===== config.mk =====
export PLATFORM = sky130hd
export DESIGN_NAME = axi_read_error_responder
export DESIGN_NICKNAME = d
export VERILOG_FILES = /design/src/rtl/axi_node_pkg.sv /design/src/rtl/axi_outstanding_counter.sv /design/src/rtl/axi_read_error_responder.sv
export SDC_FILE = /design/constraint.sdc
export NUM_CORES = 1
export LEC_CHECK = 0
export ABC_AREA = 0
export CAP_MARGIN = 10
export CORE_MARGIN = 5
export CORE_UTILIZATION = 44
export CTS_CLUSTER_SIZE = 10
export DETAILED_ROUTE_END_ITERATION = 7
export PLACE_DENSITY_LB_ADDON = 0.1
export SLEW_MARGIN = 15
export SYNTH_ARGS = -nofsm -noshare
export SYNTH_HDL_FRONTEND = slang
export SYNTH_HIERARCHICAL = 1
export SYNTH_SLANG_ARGS = --single-unit

===== constraint.sdc =====
create_clock -name clk -period 4.8 [get_ports clk]
set_input_delay 0.96 -clock clk [delete_from_list [all_inputs] [get_ports clk]]
set_output_delay 0.96 -clock clk [all_outputs]
set_load 0.03 [all_outputs]

===== src/rtl/axi_node_pkg.sv =====
// Shared AXI node definitions: response codes and the error-responder state type.
package axi_node_pkg;

  localparam logic [1:0] RESP_OKAY   = 2'b00;
  localparam logic [1:0] RESP_EXOKAY = 2'b01;
  localparam logic [1:0] RESP_SLVERR = 2'b10;
  localparam logic [1:0] RESP_DECERR = 2'b11;

  // state | meaning
  // IDLE  | no pending error, waiting for the decoder to reject an AR
  // DRAIN | error captured, waiting for routed reads to finish
  // SEND  | driving DECERR beats until the last one handshakes
  typedef enum logic [1:0] {
    IDLE,
    DRAIN,
    SEND
  } err_state_t;

endpackage


===== src/rtl/axi_outstanding_counter.sv =====
// Saturating count of routed transactions still in flight at one target port.
// Shared by the read- and write-side error responders.
module axi_outstanding_counter #(
  parameter int MAX_OUTSTANDING = 8,
  localparam int CNT_W = $clog2(MAX_OUTSTANDING + 1)
) (
  input  logic clk,
  input  logic rst,
  input  logic incr,
  input  logic dec,
  output logic full,
  output logic nonzero
);

  localparam logic [CNT_W-1:0] CNT_MAX = CNT_W'(MAX_OUTSTANDING);

  logic [CNT_W-1:0] r_count;

  // Count up on incr, down on dec, hold when both or neither; clamp at both ends.
  always_ff @(posedge clk or posedge rst) begin
    if (rst) begin
      r_count <= '0;
    end else if (incr && !dec && (r_count != CNT_MAX)) begin
      r_count <= r_count + 1'b1;
    end else if (dec && !incr && (r_count != '0)) begin
      r_count <= r_count - 1'b1;
    end
  end

  assign full    = (r_count == CNT_MAX);
  assign nonzero = (r_count != '0);

  a_no_incr_when_full : assert property (@(posedge clk) disable iff (rst)
    !(incr && !dec && full));
  a_no_dec_when_empty : assert property (@(posedge clk) disable iff (rst)
    !(dec && !incr && !nonzero));

endmodule


===== src/rtl/axi_read_error_responder.sv =====
// Read-side error responder: tracks routed reads for the AR decoder and, for an
// unmapped AR, emits a full DECERR burst once the legitimate reads have drained.
module axi_read_error_responder
  import axi_node_pkg::*;
#(
  parameter int AXI_ID_WIDTH    = 6,
  parameter int AXI_DATA_WIDTH  = 64,
  parameter int AXI_USER_WIDTH  = 6,
  parameter int MAX_OUTSTANDING = 8
) (
  input  logic                      clk,
  input  logic                      rst,
  input  logic                      incr_req_i,
  input  logic                      r_mon_valid_i,
  input  logic                      r_mon_ready_i,
  input  logic                      r_mon_last_i,
  output logic                      full_counter_o,
  output logic                      outstanding_trans_o,
  input  logic                      sample_ardata_info_i,
  input  logic [AXI_ID_WIDTH-1:0]   arid_i,
  input  logic [7:0]                arlen_i,
  input  logic [AXI_USER_WIDTH-1:0] aruser_i,
  output logic                      error_gnt_o,
  output logic [AXI_ID_WIDTH-1:0]   rid_o,
  output logic [AXI_DATA_WIDTH-1:0] rdata_o,
  output logic [1:0]                rresp_o,
  output logic                      rlast_o,
  output logic [AXI_USER_WIDTH-1:0] ruser_o,
  output logic                      rvalid_o,
  input  logic                      rready_i
);

  err_state_t                r_state;
  logic [AXI_ID_WIDTH-1:0]   r_id;
  logic [7:0]                r_len;
  logic [7:0]                r_beat_cnt;
  logic [AXI_USER_WIDTH-1:0] r_user;

  logic w_dec;
  logic w_hs;
  logic w_final;

  // A routed read retires only on its last monitored R beat.
  assign w_dec = r_mon_valid_i & r_mon_ready_i & r_mon_last_i;

  axi_outstanding_counter #(
    .MAX_OUTSTANDING(MAX_OUTSTANDING)
  ) u_cnt (
    .clk    (clk),
    .rst    (rst),
    .incr   (incr_req_i),
    .dec    (w_dec),
    .full   (full_counter_o),
    .nonzero(outstanding_trans_o)
  );

  assign w_hs    = rvalid_o & rready_i;
  assign w_final = (r_beat_cnt == r_len);

  // Capture the rejected AR, wait for the port to go quiet, then stream the burst.
  always_ff @(posedge clk or posedge rst) begin
    if (rst) begin
      r_state    <= IDLE;
      r_id       <= '0;
      r_len      <= '0;
      r_beat_cnt <= '0;
      r_user     <= '0;
    end else begin
      case (r_state)
        IDLE: begin
          if (sample_ardata_info_i) begin
            r_id       <= arid_i;
            r_len      <= arlen_i;
            r_user     <= aruser_i;
            r_beat_cnt <= '0;
            r_state    <= DRAIN;
          end
        end
        DRAIN: begin
          if (!outstanding_trans_o) begin
            r_state <= SEND;
          end
        end
        SEND: begin
          if (w_hs) begin
            if (w_final) begin
              r_state <= IDLE;
            end else begin
              r_beat_cnt <= r_beat_cnt + 8'd1;
            end
          end
        end
        default: r_state <= IDLE;
      endcase
    end
  end

  // rvalid decodes straight from the state register so reset drops it at once.
  assign rvalid_o    = (r_state == SEND);
  assign rlast_o     = rvalid_o & w_final;
  assign error_gnt_o = w_hs & w_final;
  assign rid_o       = r_id;
  assign ruser_o     = r_user;
  assign rresp_o     = RESP_DECERR;
  assign rdata_o     = '0;

  a_sample_only_in_idle : assert property (@(posedge clk) disable iff (rst)
    sample_ardata_info_i |-> (r_state == IDLE));

endmodule


==> impl_results.md <==
* Run status: complete, no violations
* Placer Congestion at 0.758
* Post-route cell area at 2580 um^2
* DR WL/cell at 11.9 um
* Reg clk slew, reported paths at 60 ps
* Minimum clock period at 3420 ps
* TritonRoute pass-1 iters at 4
* Hold Slack at 504 ps
* Crit-path leading delay family: simple AND/OR/NAND/NOR gates
* Async SR Flop Fraction at 1.00
* Dominant cell type by area after synthesis: dfrtp_1
* Ratio of cells with drive above 1 in the final layout at 0.131
* Setup violations, final at 0
* Insertion delay to the later sink of the worst-skew pair at 280 ps
* Placeable core region at 5040 um^2
* Layout fillers at 494
* Mean Syn Cell Area at 10.4 um^2
* Clock root buffer: clkbuf_8
* Final nets at 292
* CTS sink count at 34
* Rows at 26
* Sequential area share after synthesis at 0.376
* Crit path largest cell delay at 670 ps
* Fin. Hold Viols at 0
* Peak supply drop at 0.239 mV
* Num CTS Buffers at 5
* Post-Synthesis Cell Area at 2260 um^2
* Cell variety after synth at 44
* Worst Skew at 3.75 ps
* Unrepaired setup endpoints after global routing: false
* CP arrival at 2460 ps
* Buf/Inv on CP at 1
* Slew of the pin with the lowest slew margin at 1050 ps
* Slew HR at 0.300
* Worst endpoint required time at 3840 ps
* CTS tree: built
* Final Max Tran Viols at 0
* Reg2Reg Setup Slack at 2430 ps
* Most frequent cells in the layout: conb_1, clkdlybuf4s50_1, dfrtp_1
* WP depth at 5
* Share of the synthesized area in the top cell type at 0.376
* Maxcap violations at 0
* Drt drc at 0
* Number of global-route vias before repair at 1362
* Mapped Cells at 218
* Buffers on Ports at 44
* Cells along the critical path: xnor2_1 > nand4_1 > nor2_2 > and3_1 > clkdlybuf4s50_1
* Hold Crit Start: rid_o[5]
* Yosys warns at 6
* Hpwl dp at 2.97 mm
* Final std cells w/o fill at 330
* Post-route ant nets at 0
* R2R depth at 7
* Post-CTS Hold Buffers at 0
* Final Util at 0.511
* DRT Wirelength at 3.93 mm
* Vias at 1438
* All-Layer GR Usage at 0.120
* H-tree lvl count at 2
* Critical Path Start: r_beat_cnt[3]
* First-pass GRT wire length at 6.11 mm
* Synthesis-to-layout area growth at 14.0%
* Total power at 1.34 mW
* Min-delay worst type: flip-flop to flip-flop
* Die area at 6670 um^2
* Fmax at 292 MHz
* Initial antenna violation count at 0
* Placed cells at 323
* IO Count at 111
* Remaining global-route overflow at 0
* Antenna cells at 0
* Crit. End Element: primary output
* Period utilization at 0.712
* Worst setup SP type: flip-flop
* Final setup margin at 1380 ps
* Setup Fix Bufs, Post-CTS at 0
* Pwr per Cell Area at 521 nW/um^2
* Pre-CTS setup slack at 1550 ps
* Post-cts repair resize count at 0
* Via/cell ratio at 4.36
* Placed instance area at 2500 um^2
* Slowest cell on crit path: clkdlybuf4s50_1
* Post-synth EDFFs at 0
* Initial core utilization at 0.448
* Dominant synthesized flop cell: dfrtp_1
* Largest net degree at the start of global routing at 31
* Setup TNS at 0 ps
* Starting DRT DRC Count at 53
* Most common cell after layout, fill and taps aside: conb_1
* Area contributors post-synth: dfrtp_1, buf_4, mux2_2
* Leakage at 1.18 nW
* Die Span Y at 81.7 um
* Die X at 81.7 um
* Yosys reg bits at 34
* WHS Path Cells at 1
* R2R Path Start: u_cnt/r_count[1]
* Critical path peak fanout at 18
* Clock buffer depth at 2
* Crit path kind: flip-flop to primary output
[layout make-up]
cell class,count,area [um^2],area share
flip-flops and latches,34,851,0.330
repair buffers,45,448,0.174
clock buffers,7,76.3,0.0296
inverters,4,15.0,0.00583
multi-input cells,170,1100,0.427
well taps,70,87.6,0.0340
[cell usage after synthesis (3+ instances only)]
cell type,number
nand2_1,9
nor2_1,5
xnor2_1,10
nand3_1,5
or4_1,3
dfrtp_1,34
buf_4,68
mux2_2,20
inv_1,4
nand2b_1,3
ha_1,3
o211a_1,3
buf_2,4
a21oi_1,3
[final timing paths]
path	endpoint
max	error_gnt_o
min	rid_o[5]
max reg2reg	u_cnt/r_count[3]
min reg2reg	rid_o[5]
max in group asynchronous	r_len[4]
min in group asynchronous	u_cnt/r_count[2]
[worst register-to-register path: stages (launching register included)]
cell and delay, ps:
dfrtp_1 430, nor3_2 330, and2_2 200, nand2b_1 160
ha_1 250, a21o_1 180, a21oi_1 190, mux4_2 510
[per-layer routing]
layer	part of all wire	vias up	global-route usage
met1	0.39	686	0.139
met4	0.016	0	0.0598
met3	0.096	8	0.0515
li1	-	694	-
met5	0	-	0
met2	0.50	50	0.188
[cells by family after synthesis]
group / synth area share
xor+xnor: 0.0465
compound gates: 0.0653
fa+ha+maj: 0.0255
other cells: 0.00332
mux: 0.124
flops: 0.376
buf+inv: 0.245
simple gates: 0.115
[registers in the layout, indices dropped and copies added, names as in the netlist]
register and count:
r_beat_cnt 8, u_cnt/r_count 4, rid_o 6, r_state 2
r_len 8, ruser_o 6
[report_power, final]
part	internal, mW	switching (mW)
clock	0.0997	0.0938
sequential	0.404	0.0974
combinational	0.306	0.341
total	0.810	0.533
Note: power is estimated with default switching activity, not from simulation.
